`src/rtl/sk6812_rx_pkg.sv`:
```
// Shared definitions for the SK6812 receive path: FSM states, default
// pulse-timing constants (50 MHz clock) and counter widths.
package sk6812_rx_pkg;

    typedef enum logic [2:0] {
        ST_SYNC = 3'd0,
        ST_IDLE = 3'd1,
        ST_HIGH = 3'd2,
        ST_LOW  = 3'd3,
        ST_DONE = 3'd4
    } rx_state_t;

    localparam int unsigned RX_ADDR_W     = 6;
    localparam int unsigned RX_MIN_HIGH   = 5;
    localparam int unsigned RX_BIT_THRESH = 23;
    localparam int unsigned RX_MAX_HIGH   = 75;
    localparam int unsigned RX_RESET_CYC  = 2500;

    localparam int unsigned HCNT_W  = 7;
    localparam int unsigned LCNT_W  = 12;
    localparam int unsigned NBITS_W = 11;
    localparam int unsigned WORD_W  = 32;

    // Left-justify the first nbits shifted-in bits of a partial word; LSBs become 0.
    function automatic logic [WORD_W-1:0] left_justify(input logic [WORD_W-1:0] sr,
                                                       input logic [4:0]        nbits);
        logic [5:0] sh;
        sh = 6'd32 - {1'b0, nbits};
        return sr << sh;
    endfunction

endpackage

```
`src/rtl/sk6812_rx_ram.sv`:
```
// Word buffer for the SK6812 receiver: one write port, one registered read port.
module sk6812_rx_ram
    import sk6812_rx_pkg::*;
#(
    parameter int unsigned ADDR_W = RX_ADDR_W
) (
    input  logic              i_clk,
    input  logic              i_rst_n,
    input  logic              i_we,
    input  logic [ADDR_W-1:0] i_wa,
    input  logic [WORD_W-1:0] i_wd,
    input  logic [ADDR_W-1:0] i_ra,
    output logic [WORD_W-1:0] o_rd
);

    logic [WORD_W-1:0] r_mem [0:(2**ADDR_W)-1];
    logic [WORD_W-1:0] r_rd;

    // Storage write; contents are deliberately not reset.
    always_ff @(posedge i_clk) begin
        if (i_we) begin
            r_mem[i_wa] <= i_wd;
        end
    end

    // Registered read, cleared by reset so the output reads 0 out of reset.
    always_ff @(posedge i_clk or negedge i_rst_n) begin
        if (!i_rst_n) begin
            r_rd <= '0;
        end else begin
            r_rd <= r_mem[i_ra];
        end
    end

    assign o_rd = r_rd;

endmodule

```
`src/rtl/sk6812_rx.sv`:
```
// SK6812 NRZ receiver: synchronizes din, measures high/low widths, classifies
// bits, packs them MSB-first into 32-bit words and stores them in a local buffer.
module sk6812_rx
    import sk6812_rx_pkg::*;
#(
    parameter int unsigned ram_addwidth = RX_ADDR_W,
    parameter int unsigned MIN_HIGH     = RX_MIN_HIGH,
    parameter int unsigned BIT_THRESH   = RX_BIT_THRESH,
    parameter int unsigned MAX_HIGH     = RX_MAX_HIGH,
    parameter int unsigned RESET_CYC    = RX_RESET_CYC
) (
    input  logic                    clk,
    input  logic                    reset,
    input  logic                    din,
    input  logic                    enable,
    input  logic                    clr,
    input  logic [ram_addwidth-1:0] rd_add,
    output logic [WORD_W-1:0]       rd,
    output logic [ram_addwidth:0]   n_words,
    output logic [NBITS_W-1:0]      n_bits,
    output logic                    frame_done,
    output logic                    busy,
    output logic [2:0]              err
);

    localparam int unsigned DEPTH = 2**ram_addwidth;

    localparam logic [ram_addwidth:0] P_DEPTH  = (ram_addwidth+1)'(DEPTH);
    localparam logic [ram_addwidth:0] NW_ONE   = (ram_addwidth+1)'(1);
    localparam logic [HCNT_W-1:0]     P_MIN    = HCNT_W'(MIN_HIGH);
    localparam logic [HCNT_W-1:0]     P_THR    = HCNT_W'(BIT_THRESH);
    localparam logic [HCNT_W-1:0]     P_MAX    = HCNT_W'(MAX_HIGH);
    localparam logic [HCNT_W-1:0]     HCNT_ONE = HCNT_W'(1);
    localparam logic [LCNT_W-1:0]     P_GAP    = LCNT_W'(RESET_CYC);
    localparam logic [LCNT_W-1:0]     P_GAP_M1 = LCNT_W'(RESET_CYC - 1);
    localparam logic [LCNT_W-1:0]     LCNT_ONE = LCNT_W'(1);
    localparam logic [NBITS_W-1:0]    NB_ONE   = NBITS_W'(1);

    rx_state_t r_state, w_state_next;

    logic                    r_din_s1, r_din_s2, r_din_d;
    logic [HCNT_W-1:0]       r_hcnt;
    logic [LCNT_W-1:0]       r_lcnt;
    logic [WORD_W-1:0]       r_sr;
    logic [4:0]              r_biw;
    logic                    r_store_pend;
    logic [ram_addwidth:0]   r_n_words;
    logic [NBITS_W-1:0]      r_n_bits;
    logic [2:0]              r_err;

    logic                    w_rise, w_fall;
    logic                    w_start, w_long, w_bit_ok, w_bit_val, w_flush;
    logic                    w_we_req, w_has_room, w_ram_we;
    logic [WORD_W-1:0]       w_wdata;
    logic [HCNT_W-1:0]       w_hcnt_inc;
    logic [LCNT_W-1:0]       w_lcnt_inc;

    // Two-flop synchronizer plus one delay stage for edge detection.
    always_ff @(posedge clk or negedge reset) begin
        if (!reset) begin
            r_din_s1 <= 1'b0;
            r_din_s2 <= 1'b0;
            r_din_d  <= 1'b0;
        end else begin
            r_din_s1 <= din;
            r_din_s2 <= r_din_s1;
            r_din_d  <= r_din_s2;
        end
    end

    assign w_rise     = r_din_s2 & ~r_din_d;
    assign w_fall     = ~r_din_s2 & r_din_d;
    assign w_hcnt_inc = (r_hcnt == '1) ? r_hcnt : r_hcnt + HCNT_ONE;
    assign w_lcnt_inc = (r_lcnt == '1) ? r_lcnt : r_lcnt + LCNT_ONE;

    // State register; clr and enable=0 both force resynchronization.
    always_ff @(posedge clk or negedge reset) begin
        if (!reset) begin
            r_state <= ST_SYNC;
        end else if (clr || !enable) begin
            r_state <= ST_SYNC;
        end else begin
            r_state <= w_state_next;
        end
    end

    // Next-state decode and per-state strobes for the datapath.
    always_comb begin
        w_state_next = r_state;
        w_start      = 1'b0;
        w_long       = 1'b0;
        w_bit_ok     = 1'b0;
        w_bit_val    = 1'b0;
        w_flush      = 1'b0;
        case (r_state)
            ST_SYNC: begin
                if (!r_din_s2 && (r_lcnt >= P_GAP_M1)) begin
                    w_state_next = ST_IDLE;
                end
            end
            ST_IDLE: begin
                if (w_rise) begin
                    w_start      = 1'b1;
                    w_state_next = ST_HIGH;
                end
            end
            ST_HIGH: begin
                if (r_hcnt > P_MAX) begin
                    w_long       = 1'b1;
                    w_state_next = ST_SYNC;
                end else if (w_fall) begin
                    w_state_next = ST_LOW;
                    w_bit_ok     = (r_hcnt >= P_MIN);
                    w_bit_val    = (r_hcnt >= P_THR);
                end
            end
            ST_LOW: begin
                if (w_rise) begin
                    w_state_next = ST_HIGH;
                end else if (r_lcnt >= P_GAP) begin
                    w_state_next = ST_DONE;
                end
            end
            ST_DONE: begin
                w_state_next = ST_IDLE;
                w_flush      = (r_biw != '0);
            end
            default: begin
                w_state_next = ST_SYNC;
            end
        endcase
    end

    // A full word is written the cycle after its 32nd bit; a partial word at DONE.
    assign w_we_req   = enable && !clr && (r_store_pend || w_flush);
    assign w_has_room = (r_n_words < P_DEPTH);
    assign w_ram_we   = w_we_req && w_has_room;
    assign w_wdata    = r_store_pend ? r_sr : left_justify(r_sr, r_biw);

    // Counters, shift register, word/bit counts and sticky error flags.
    // lcnt also runs while HIGH so a discarded glitch does not restart gap timing.
    always_ff @(posedge clk or negedge reset) begin
        if (!reset) begin
            r_hcnt       <= '0;
            r_lcnt       <= '0;
            r_sr         <= '0;
            r_biw        <= '0;
            r_store_pend <= 1'b0;
            r_n_words    <= '0;
            r_n_bits     <= '0;
            r_err        <= '0;
        end else if (clr) begin
            r_hcnt       <= '0;
            r_lcnt       <= '0;
            r_sr         <= '0;
            r_biw        <= '0;
            r_store_pend <= 1'b0;
            r_n_words    <= '0;
            r_n_bits     <= '0;
            r_err        <= '0;
        end else if (!enable) begin
            r_hcnt       <= '0;
            r_lcnt       <= '0;
            r_store_pend <= 1'b0;
        end else begin
            r_store_pend <= 1'b0;
            case (r_state)
                ST_SYNC: begin
                    if (r_din_s2 || (w_state_next == ST_IDLE)) begin
                        r_lcnt <= '0;
                    end else begin
                        r_lcnt <= w_lcnt_inc;
                    end
                end
                ST_IDLE: begin
                    if (w_start) begin
                        r_hcnt    <= HCNT_ONE;
                        r_lcnt    <= '0;
                        r_n_words <= '0;
                        r_n_bits  <= '0;
                        r_err[1]  <= 1'b0;
                        r_biw     <= '0;
                        r_sr      <= '0;
                    end
                end
                ST_HIGH: begin
                    r_lcnt <= w_lcnt_inc;
                    if (w_long) begin
                        r_err[0] <= 1'b1;
                        r_biw    <= '0;
                        r_sr     <= '0;
                        r_lcnt   <= '0;
                    end else if (w_fall) begin
                        if (w_bit_ok) begin
                            r_sr   <= {r_sr[WORD_W-2:0], w_bit_val};
                            r_biw  <= r_biw + 5'd1;
                            r_lcnt <= LCNT_ONE;
                            if (r_biw == 5'd31) begin
                                r_store_pend <= 1'b1;
                            end
                            if (r_n_bits != '1) begin
                                r_n_bits <= r_n_bits + NB_ONE;
                            end
                        end
                    end else begin
                        r_hcnt <= w_hcnt_inc;
                    end
                end
                ST_LOW: begin
                    r_lcnt <= w_lcnt_inc;
                    if (w_rise) begin
                        r_hcnt <= HCNT_ONE;
                    end
                end
                ST_DONE: begin
                    if (w_flush) begin
                        r_err[1] <= 1'b1;
                        r_biw    <= '0;
                    end
                end
                default: begin
                    r_lcnt <= '0;
                end
            endcase
            if (w_we_req) begin
                if (w_has_room) begin
                    r_n_words <= r_n_words + NW_ONE;
                end else begin
                    r_err[2] <= 1'b1;
                end
            end
        end
    end

    sk6812_rx_ram #(
        .ADDR_W (ram_addwidth)
    ) u_ram (
        .i_clk   (clk),
        .i_rst_n (reset),
        .i_we    (w_ram_we),
        .i_wa    (r_n_words[ram_addwidth-1:0]),
        .i_wd    (w_wdata),
        .i_ra    (rd_add),
        .o_rd    (rd)
    );

    assign n_words    = r_n_words;
    assign n_bits     = r_n_bits;
    assign err        = r_err;
    assign frame_done = (r_state == ST_DONE);
    assign busy       = (r_state == ST_HIGH) || (r_state == ST_LOW);

endmodule

```
`config.mk`:
```
export PLATFORM = sky130hd
export DESIGN_NAME = sk6812_rx
export DESIGN_NICKNAME = d
export VERILOG_FILES = /design/src/rtl/sk6812_rx_pkg.sv /design/src/rtl/sk6812_rx_ram.sv /design/src/rtl/sk6812_rx.sv
export SDC_FILE = /design/constraint.sdc
export NUM_CORES = 2
export LEC_CHECK = 0
export CAP_MARGIN = 20
export CORE_ASPECT_RATIO = 0.75
export CORE_MARGIN = 3
export CORE_UTILIZATION = 39
export CTS_CLUSTER_DIAMETER = 80
export DETAILED_ROUTE_END_ITERATION = 8
export GPL_ROUTABILITY_DRIVEN = 0
export GPL_TIMING_DRIVEN = 1
export PLACE_DENSITY_LB_ADDON = 0.25
export SLEW_MARGIN = 25
export SYNTH_ARGS = -nofsm -noshare
export SYNTH_HDL_FRONTEND = slang
export SYNTH_SLANG_ARGS = --single-unit
```
`constraint.sdc`:
```
create_clock -name clk -period 9.7 [get_ports clk]
set_input_delay 1.94 -clock clk [delete_from_list [all_inputs] [get_ports clk]]
set_output_delay 1.94 -clock clk [all_outputs]
set_load 0.01 [all_outputs]
```
==> flow_metrics.tcl <==
set metrics [dict create \
    drtIter0Drc 5191 \
    grt_pass1_wl_um 303000 \
    async_flop_share_pct 5.36 \
    clock_skew_ps 27.6 \
    power_mw 18.3 \
    drt-total-wl_um 212000 \
    fmax_ghz 0.196 \
    status "completed" \
    die_y_um 409 \
    ant_nets 0 \
    layout.nets 4004 \
    layout_common_cells "edfxtp_1, mux4_2, clkbuf_16" \
    p_int_mw 14.6 \
    vias 40237 \
    ctsHoldBuffers 0 \
    path_max_fanout 18 \
    nFillCells 17998 \
    cp-end-kind "flop" \
    cts_max_level 4 \
    syn_area_per_cell_um2 22.4 \
    arrival_ps 5610 \
    yosysTopAreaCell "edfxtp_1" \
    yosys.area.top_type_share_pct 72.7 \
    rsz0062_at_grt "no" \
    cts_buffer_depth 4 \
    drv_slew 0 \
    p_leak_nw 33.1 \
    initial_core_util_pct 39.4 \
    fin_crit_sh_pct 52.6 \
    instances_no_fill 6978 \
    synth-seq-cells 2164 \
    hold_class "reg2reg" \
    syn_area_um2 84600 \
    synth_cell_types 64 \
    finalHoldViolations 0 \
    ys.flop_type "edfxtp_1" \
    clk_pin_slew_ps 60 \
    worstPathRequired_ps 10210 \
    grt_remaining_overflow 0 \
    clk_latency_ps 830 \
    core_um2 215000 \
    hpwl_um 118000 \
    track_usage_pct 18.9 \
    vias_per_cell 5.77 \
    io-pin-count 66 \
    synth_nets 3804 \
    drc 0 \
    irDropWorstVdd_mv 0.144 \
    area_growth_pct 13.9 \
    numCtsBuffers 203 \
    maxSlewHeadroom_pct 23.4 \
    power_frac_comb_pct 3.2 \
    rr_worst_depth 11 \
    die_w_um 544 \
    drive_gt1_share_pct 29.3 \
    synth-edff-count 2048 \
    setup_viol 0 \
    yosys_warnings 0 \
    p_per_area_nw_per_um2 190 \
    maxCapViolCount 0 \
    cts_resized 0 \
    crit_type "in2reg" \
    place_inst 6607 \
    setup-tns-final_ps 0 \
    cp-start-kind "input pin" \
    synthCells 3783 \
    die_area_um2 223000 \
    pwr-share-seq_pct 55.1 \
    clock-sinks 2164 \
    cts_root_buf "clkbuf_16" \
    port_buffers 65 \
    synth.area.top_cells "edfxtp_1, mux4_2, dfrtp_1" \
    clkPwrFrac_pct 41.7 \
    swShare_pct 20.3 \
    grt_max_degree 78 \
    grt_pass1_vias 40070 \
    ys_seq_area_share_pct 76.1 \
    dr.pass1.iters 5 \
    final_util_pct 44.9 \
    antenna_found_initial 14 \
    num_rows 147 \
    fin_crit_ps 5100 \
    p_switching_mw 3.71 \
    holdPathStages 0 \
    routedWlPerCell_um 30.4 \
    postCtsSetupBuffers 0 \
    tightest_slew_ps 1150 \
    tritoncts "done" \
    final_common_cell "edfxtp_1" \
]
==> layer usage <==
metal | track usage, % | share of wire (%) | vias to the layer above | wire [um]
met5 | 0 | 0 | - | 0
met4 | 3.87 | 1.9 | 0 | 4040
met3 | 4.37 | 8.0 | 241 | 16900
met2 | 27.8 | 45 | 1466 | 95700
met1 | 28.9 | 45 | 22082 | 95200
li1 | - | - | 16448 | -
==> cells by family after synthesis <==
group | share of synthesized area, %
AO/OA/AOI/OAI | 1.99
XOR/XNOR | 0.114
adder cells (fa/ha/maj) | 0.148
buffers and inverters | 1.38
flip-flops | 76.1
multiplexers | 18.2
AND/OR/NAND/NOR | 2.08
==> worst max-delay path: stages <==
cell	delay, ps
clkdlybuf4s50_1	470
buf_4	200
inv_1	110
nor2_1	430
nand2_1	290
nor2_1	410
nand2_1	650
nor2_4	790
buf_12	260
==> power groups by stage <==
stage	logic [mW]	registers, mW	clock network, mW
after floorplan	0.377	10.3	0
after global placement	0.592	10.3	0
after detailed placement	0.593	10.3	0
after CTS	0.594	10.1	7.81
after global routing	0.615	10.1	8.18
final	0.579	10.1	7.64
==> registers in the layout, summed over array words and instances, names as in the netlist, 3 cells and up <==
| register | flops |
|---|---|
| n_words | 7 |
| r_sr | 32 |
| r_hcnt | 7 |
| n_bits | 11 |
| r_lcnt | 12 |
| u_ram.r_mem | 2048 |
| r_biw | 5 |
| r_state | 3 |
| err | 3 |
| u_ram.o_rd | 32 |
==> area by class of cell <==
class                           count  area [um2]  area share [%]
Sequential cell                  2164       64400            66.8
Timing Repair Buffer              210        2090            2.17
Clock buffer                      276        5590            5.80
Inverter                           50         188           0.195
Clock inverter                     92         664           0.689
Multi-Input combinational cell   1354       19900            20.7
Tap cell                         2831        3540            3.68
Antenna cell                        1        2.50         0.00260
==> per-stage QoR <==
step | cell area (um2) | hold WS (ps) | setup slack, ps
final | 96400 | 349 | 4600
after global routing | 96400 | 356 | 4490
after CTS | 96400 | 349 | 4380
after detailed placement | 90100 | 335 | 3540
after global placement | 89800 | 335 | 3260
after floorplan | 84600 | 331 | 3840
==> worst paths after layout <==
| path | slack (ps) | endpoint | start |
|---|---|---|---|
| worst max-delay path | 4600 | u_ram.r_mem[44][7] | enable |
| worst min-delay path | 350 | r_din_s2 | r_din_s1 |
| worst max register to register | 5060 | u_ram.r_mem[44][7] | r_biw[1] |
| worst min register to register | 350 | r_din_s2 | r_din_s1 |
| max in group asynchronous | 7220 | u_ram.o_rd[24] | reset |
| min in group asynchronous | 1150 | r_lcnt[3] | reset |
==> synthesized netlist by cell type (6+ instances only) <==
library cell  instances
nor3_1               17
xnor2_1              10
nand2b_1             10
ha_1                 10
clkbuf_1            111
mux2i_1              26
o21ai_0              72
nand2_1             110
nor2_1              114
nor2b_1              16
mux4_2              668
o31ai_1               6
a22oi_1              57
o22ai_1               9
a211oi_1             11
buf_4                 8
edfxtp_1           2048
buf_6                10
nor4_1                8
and3_1               12
inv_1                50
o211ai_1              6
dfrtp_1             116
nor3b_1               6
buf_2                57
buf_1                29
mux2_2                9
a31oi_1              13
o221ai_1              6
a21oi_1              30
nand3_1              54
(Power assumes the default switching activity.)
